### src/rtl/spi_pkg.sv
// Shared SPI types: slave FSM state and the per-frame mode word.
package spi_pkg;

  typedef enum logic {
    IDLE   = 1'b0,
    ACTIVE = 1'b1
  } spi_state_e;

  typedef struct packed {
    logic cpol;
    logic cpha;
    logic lsbf;
  } spi_mode_t;

endpackage

### src/rtl/spi_sync.sv
// N-stage synchronizer with edge detection on the synchronized level.
module spi_sync #(
  parameter int STAGES = 2
) (
  input  logic clk,
  input  logic rst,
  input  logic d,
  output logic q,
  output logic rise,
  output logic fall
);

  logic [STAGES-1:0] sync_r;
  logic              prev_r;

  // Synchronizer chain plus one delayed copy for edge detection
  always_ff @(posedge clk) begin
    if (rst) begin
      sync_r <= {STAGES{1'b0}};
      prev_r <= 1'b0;
    end else begin
      sync_r[0] <= d;
      for (int i = 1; i < STAGES; i++) begin
        sync_r[i] <= sync_r[i-1];
      end
      prev_r <= sync_r[STAGES-1];
    end
  end

  assign q    = sync_r[STAGES-1];
  assign rise = sync_r[STAGES-1] & ~prev_r;
  assign fall = ~sync_r[STAGES-1] & prev_r;

endmodule

### src/rtl/spi_slave.sv
// SPI slave, all four cpol/cpha modes, MSB/LSB first, back-to-back words.
// Define SPI_SLAVE_OVR_EN to add rx_ack/ovr overrun detection.
module spi_slave
  import spi_pkg::*;
#(
  parameter int BIT_WIDTH   = 8,
  parameter int SYNC_STAGES = 2
) (
  input  logic                 clk,
  input  logic                 rst,
  input  logic                 sclk,
  input  logic                 nss,
  input  logic                 mosi,
  output logic                 miso,
  output logic                 miso_oe,
  input  logic                 cpol,
  input  logic                 cpha,
  input  logic                 lsbf,
  input  logic [BIT_WIDTH-1:0] wdata,
  output logic [BIT_WIDTH-1:0] rdata,
  output logic                 rx_valid,
  output logic                 busy
`ifdef SPI_SLAVE_OVR_EN
  ,
  input  logic                 rx_ack,
  output logic                 ovr
`endif
);

  localparam int CW = (BIT_WIDTH > 1) ? $clog2(BIT_WIDTH) : 1;
  localparam logic [CW-1:0] LAST_CNT = CW'(BIT_WIDTH - 1);

  function automatic logic first_bit(input logic [BIT_WIDTH-1:0] w, input logic lsb_first);
    return lsb_first ? w[0] : w[BIT_WIDTH-1];
  endfunction

  function automatic logic [BIT_WIDTH-1:0] shift_out(input logic [BIT_WIDTH-1:0] w,
                                                     input logic lsb_first);
    return lsb_first ? (w >> 1'b1) : (w << 1'b1);
  endfunction

  function automatic logic [BIT_WIDTH-1:0] shift_in(input logic [BIT_WIDTH-1:0] w,
                                                    input logic b, input logic lsb_first);
    return lsb_first ? {b, w[BIT_WIDTH-1:1]} : {w[BIT_WIDTH-2:0], b};
  endfunction

  logic sclk_lvl_unused_s, sclk_rise_s, sclk_fall_s;
  logic nss_q_s, nss_rise_s, nss_fall_s;
  logic mosi_s, mosi_rise_unused_s, mosi_fall_unused_s;

  spi_sync #(.STAGES(SYNC_STAGES)) u_sync_sclk (
    .clk(clk), .rst(rst), .d(sclk), .q(sclk_lvl_unused_s), .rise(sclk_rise_s), .fall(sclk_fall_s)
  );
  spi_sync #(.STAGES(SYNC_STAGES)) u_sync_nss (
    .clk(clk), .rst(rst), .d(nss), .q(nss_q_s), .rise(nss_rise_s), .fall(nss_fall_s)
  );
  spi_sync #(.STAGES(SYNC_STAGES)) u_sync_mosi (
    .clk(clk), .rst(rst), .d(mosi), .q(mosi_s), .rise(mosi_rise_unused_s), .fall(mosi_fall_unused_s)
  );

  spi_state_e           state_r, state_n;
  spi_mode_t            mode_r;
  logic [BIT_WIDTH-1:0] tx_shift_r, rx_shift_r, rdata_r;
  logic [CW-1:0]        cnt_r;
  logic                 complete_r, miso_r, busy_r, rx_valid_r;
  logic                 lead_s, trail_s, sample_edge_s, shift_edge_s;
  logic                 start_s, sample_s, shift_s, reload_s;

  assign lead_s        = mode_r.cpol ? sclk_fall_s : sclk_rise_s;
  assign trail_s       = mode_r.cpol ? sclk_rise_s : sclk_fall_s;
  assign sample_edge_s = mode_r.cpha ? trail_s : lead_s;
  assign shift_edge_s  = mode_r.cpha ? lead_s : trail_s;
  assign reload_s      = complete_r && (state_r == ACTIVE) && !nss_q_s;

  // Next-state and per-cycle action strobes
  always_comb begin
    state_n  = state_r;
    start_s  = 1'b0;
    sample_s = 1'b0;
    shift_s  = 1'b0;
    case (state_r)
      IDLE: begin
        if (nss_fall_s) begin
          state_n = ACTIVE;
          start_s = 1'b1;
        end else begin
          state_n = IDLE;
        end
      end
      ACTIVE: begin
        sample_s = sample_edge_s;
        // cpha=0: the trailing edge after a word's last sample must not disturb the reloaded word
        shift_s  = shift_edge_s && (mode_r.cpha || (cnt_r != CW'(0)));
        if (nss_rise_s) begin
          state_n = IDLE;
        end else begin
          state_n = ACTIVE;
        end
      end
      default: state_n = IDLE;
    endcase
  end

  // State, shift registers, bit counter and registered outputs
  always_ff @(posedge clk) begin
    if (rst) begin
      state_r    <= IDLE;
      mode_r     <= 3'b000;
      tx_shift_r <= {BIT_WIDTH{1'b0}};
      rx_shift_r <= {BIT_WIDTH{1'b0}};
      rdata_r    <= {BIT_WIDTH{1'b0}};
      cnt_r      <= {CW{1'b0}};
      complete_r <= 1'b0;
      miso_r     <= 1'b0;
      busy_r     <= 1'b0;
      rx_valid_r <= 1'b0;
    end else begin
      state_r    <= state_n;
      busy_r     <= (state_n == ACTIVE);
      rx_valid_r <= 1'b0;
      if (start_s) begin
        mode_r     <= {cpol, cpha, lsbf};
        cnt_r      <= {CW{1'b0}};
        complete_r <= 1'b0;
        if (cpha) begin
          tx_shift_r <= wdata;
          miso_r     <= 1'b0;
        end else begin
          tx_shift_r <= shift_out(wdata, lsbf);
          miso_r     <= first_bit(wdata, lsbf);
        end
      end else begin
        if (sample_s) begin
          rx_shift_r <= shift_in(rx_shift_r, mosi_s, mode_r.lsbf);
          if (cnt_r == LAST_CNT) begin
            complete_r <= 1'b1;
          end else begin
            cnt_r <= cnt_r + CW'(1);
          end
        end
        if (complete_r) begin
          rdata_r    <= rx_shift_r;
          rx_valid_r <= 1'b1;
          cnt_r      <= {CW{1'b0}};
          complete_r <= 1'b0;
        end
        if (reload_s) begin
          if (mode_r.cpha) begin
            tx_shift_r <= wdata;
          end else begin
            tx_shift_r <= shift_out(wdata, mode_r.lsbf);
            miso_r     <= first_bit(wdata, mode_r.lsbf);
          end
        end else if (shift_s) begin
          miso_r     <= first_bit(tx_shift_r, mode_r.lsbf);
          tx_shift_r <= shift_out(tx_shift_r, mode_r.lsbf);
        end
        if (state_n == IDLE) begin
          miso_r <= 1'b0;
        end
      end
    end
  end

  assign miso     = miso_r;
  assign miso_oe  = busy_r;
  assign busy     = busy_r;
  assign rdata    = rdata_r;
  assign rx_valid = rx_valid_r;

`ifdef SPI_SLAVE_OVR_EN
  logic pending_r, ovr_r;

  // Unread-word tracking; a new word over an unread one is a sticky overrun
  always_ff @(posedge clk) begin
    if (rst) begin
      pending_r <= 1'b0;
      ovr_r     <= 1'b0;
    end else begin
      if (rx_valid_r) begin
        pending_r <= 1'b1;
      end else if (rx_ack) begin
        pending_r <= 1'b0;
      end
      if (rx_valid_r && pending_r && !rx_ack) begin
        ovr_r <= 1'b1;
      end
    end
  end

  assign ovr = ovr_r;
`endif

endmodule
### config.mk
export PLATFORM = sky130hd
export DESIGN_NAME = spi_slave
export DESIGN_NICKNAME = d
export VERILOG_FILES = /design/src/rtl/spi_pkg.sv /design/src/rtl/spi_sync.sv /design/src/rtl/spi_slave.sv
export SDC_FILE = /design/constraint.sdc
export NUM_CORES = 1
export LEC_CHECK = 0
export ABC_AREA = 1
export BUFFER_PORTS_ARGS = -buffer_cell sky130_fd_sc_hd__buf_4
export CAP_MARGIN = 40
export CORE_MARGIN = 2
export CORE_UTILIZATION = 60
export CTS_BUF_LIST = sky130_fd_sc_hd__clkbuf_16
export CTS_CLUSTER_DIAMETER = 100
export DETAILED_ROUTE_END_ITERATION = 12
export GPL_TIMING_DRIVEN = 0
export PLACE_DENSITY_LB_ADDON = 0.15
export SLEW_MARGIN = 0
export SYNTH_ARGS = -nofsm -noshare
export SYNTH_HDL_FRONTEND = slang
export SYNTH_SLANG_ARGS = --single-unit
export TNS_END_PERCENT = 100
### constraint.sdc
create_clock -name clk -period 1.9 [get_ports clk]
set_input_delay 0.095 -clock clk [delete_from_list [all_inputs] [get_ports clk]]
set_output_delay 0.095 -clock clk [all_outputs]
set_load 0.01 [all_outputs]
==> results.md <==
Status
* run status: finished, final reports clean

Drt
* Detailed Routing Iterations Pass 1: 5
* DR WL/cell: 12.8 um
* count of nets left with antenna violations after detail routing: 0
* post-route DRC violation count: 0
* drt via density: 5.59
* total number of vias: 2231
* wirelength, routed: 5110 um
* DRC marker count from the first detailed-route iteration: 204

Critical path
* Critical Path Source Type: flip-flop
* arrival time of data at the critical path endpoint: 1.83 ns
* launching instance or port of the critical path: busy
* required time at the worst-slack endpoint: 2.07 ns
* Critical Path Fanout Max: 10
* Worst Setup End Kind: flip-flop
* WS Path Type: flip-flop to flip-flop
* start of the worst register-to-register path: busy

CTS
* post-cts sizing count: 0
* largest buffer count on any clock path: 2
* setup fix buffers added after clock tree synthesis: 0
* number of buffers added to fix hold violations after cts: 0
* number of sinks on the clock net: 42
* Clock Pin Slew Worst Setup and Hold Paths: 0.06 ns
* root buffer cell: clkbuf_16
* Max H-tree Level: 2
* clock buffers created by TritonCTS: 5
* later-pin clock latency in the skew report: 0.28 ns
* CTS tree: done

Yosys
* share of synthesized registers carrying an async set or reset: 0%
* share of the synthesized netlist area taken by xor and xnor gates: 0%
* dominant combinational cell family by area after synthesis: compound AO/OA/AOI/OAI gates
* number of flops mapped to enable cells by yosys: 0
* share of the synthesized area in the top cell type: 39.2%
* nets in the synthesized netlist: 337
* most frequent cell after synthesis: o21ai_0
* Synth Cell Area: 2150 um^2
* part of the Yosys area used for sequential elements: 39.2%
* cell type with the highest aggregate area in the netlist: dfxtp_1
* leading register cell type out of synthesis: dfxtp_1
* average cell area after synthesis: 6.75 um^2
* top area cells in the synthesized netlist: dfxtp_1, o21ai_0, nand2_1
* multiplexer area fraction after synthesis: 0%
* simple-gate area share of the yosys netlist: 22.1%
* library cells used by synthesis: 26
* most used standard cells in the synthesized netlist: o21ai_0, nand2_1, dfxtp_1
* flip-flop and latch count after synthesis: 42
* warning count from the yosys run: 0
* share of the synthesized area in compound gates (AO/OA/AOI/OAI): 26.1%
* adder and majority gate portion of the synthesized area: 1.75%
* number of instances in the synthesized netlist: 318

Timing
* Max-slew headroom: 67.4%
* final count of negative-setup-slack endpoints: 0
* Slew Limit Fails: 0
* Fin Clk Skew: 0.00699 ns
* unrepaired setup endpoints after global routing: no
* min Tclk post-route: 1.67 ns
* post-route fraction of the period consumed by the critical path: 87.6%
* measured slew at the worst slew-check pin: 0.485 ns
* final worst-path setup slack: 0.235 ns
* Total Neg Setup Slack: 0 ns
* Max Freq: 0.601 GHz
* worst hold slack: 0.0208 ns
* Fin. Hold Viols: 0

Layout
* area added between synthesis and finish: 18.8%
* post-route non-filler standard cell count: 399
* ratio of cells with drive above 1 in the final layout: 15.3%
* count of fill cells added during filler insertion: 258
* diode count: 0
* Final Net Count: 371

Die
* die area: 4070 um^2
* starting density of the core: 63.3%
* horizontal die dimension: 63.8 um
* Chip Height: 63.8 um
* core outline area: 3390 um^2
* Site Rows: 21
* io pins: 28

Worst hold path
* worst min-delay path startpoint: sclk
* type of the most critical hold path: primary input to flip-flop

Place
* HPWL after DPL: 3610 um
* IO buf count: 27
* DP Cell Count: 391
* worst setup slack before clock tree synthesis: 0.292 ns
* Final GP Congestion: 0.968

GRT
* Overflow after GRT: 0
* number of global-route vias before repair: 2035
* overall routing resource usage: 26.7%
* number of antenna violations at the first check in global routing: 0
* global-route wire length before repair: 8760 um
* largest net degree at the start of global routing: 14

Power
* power per standard cell area: 738 nW/um^2
* highest ir drop seen on vdd: 0.729 mV
* PnR Total Power: 1880 uW
* leakage power summed over all cells: 0.00112 uW

Flow run
* max_cap viols: 0

-- stage by stage --
step	utilization [%]	area, um^2
finish	75.2	2550
global placement	71.0	2410
detailed placement	71.0	2410
floorplan	-	2150
CTS	75.2	2550
global route	75.2	2550
-- layout by cell type, fill, tap and decap left out --
| cell type | Yosys | final |
|---|---|---|
| a211oi_1 | 1 | 1 |
| a21boi_0 | 1 | 1 |
| a21oi_1 | 26 | 26 |
| buf_1 | 1 | 1 |
| buf_2 | 3 | 3 |
| buf_4 | 1 | 28 |
| buf_6 | 2 | 2 |
| clkbuf_1 | 5 | 5 |
| clkbuf_16 | 0 | 5 |
| clkinv_1 | 1 | 1 |
| clkinv_2 | 0 | 1 |
| clkinv_4 | 0 | 1 |
| dfxtp_1 | 42 | 42 |
| ha_1 | 3 | 3 |
| inv_1 | 36 | 37 |
| inv_2 | 7 | 7 |
| nand2_1 | 46 | 46 |
| nand2_2 | 1 | 1 |
| nand2_4 | 1 | 1 |
| nand3_1 | 16 | 16 |
| nand3_2 | 1 | 1 |
| nand4_1 | 1 | 1 |
| nor2_1 | 38 | 38 |
| nor2_4 | 1 | 1 |
| nor3_1 | 1 | 1 |
| nor3_2 | 3 | 3 |
| o21ai_0 | 52 | 52 |
| o21ai_1 | 16 | 16 |
| o22ai_1 | 12 | 12 |
-- cell type report --
| class | count | area, um^2 | area share, % |
|---|---|---|---|
| buffer | 12 | 67.6 | 2.65 |
| inverter | 44 | 165 | 6.48 |
| multi-input combinational | 220 | 1070 | 42.1 |
| tap | 46 | 57.6 | 2.26 |
| timing repair buffer | 27 | 203 | 7.95 |
| sequential | 42 | 841 | 33.0 |
| clock buffer | 5 | 125 | 4.91 |
| clock inverter | 3 | 17.5 | 0.687 |
-- critical path, cell delays in order, from the launching register on --
cell	delay, ns
dfxtp_1	0.39
nor3_2	0.45
inv_2	0.18
nand2_1	0.12
inv_2	0.05
nand2_4	0.10
inv_2	0.08
nor2_1	0.14
nor2_1	0.06
-- state kept, by name (all words and copies together), names as in the netlist --
signal and cells:
busy 1, cnt_r 3, complete_r 1, miso 1
mode_r 3, rdata 8, rx_shift_r 8, rx_valid 1
tx_shift_r 8, u_sync_mosi.sync_r 2, u_sync_nss.prev_r 1, u_sync_nss.sync_r 2
u_sync_sclk.prev_r 1, u_sync_sclk.sync_r 2
-- power by group --
| part | switching, uW | internal (uW) | total, uW |
|---|---|---|---|
| sequential | 13.7 | 900 | 913 |
| combinational | 106 | 65.2 | 171 |
| clock | 318 | 481 | 798 |
| total | 437 | 1450 | 1880 |
-- layer usage --
layer,track usage (%),share of wire (%),wire (um),up-vias
met5,0,0,0,-
met4,7.34,1.5,76,0
met3,6.34,7.6,389,13
met2,43.8,46,2350,87
met1,35.0,45,2290,1005
li1,-,-,-,1126
-- kinds of logic (layout without fill, tap and decap cells) --
kind of cell / Yosys count / after routing
adders and majority gates: 3 / 3
and+or+nand+nor: 109 / 109
AOI/OAI and AO/OA: 108 / 108
buffers and inverters: 56 / 91
DFF: 42 / 42
-- worst paths after layout --
path	slack [ns]	endpoint	cells after the start
max	0.23	tx_shift_r[7]	8
min	0.02	u_sync_sclk.sync_r[0]	3
max reg2reg	0.23	tx_shift_r[7]	8
min reg2reg	0.40	u_sync_sclk.sync_r[1]	2
Note: power is estimated with default switching activity, not from simulation.
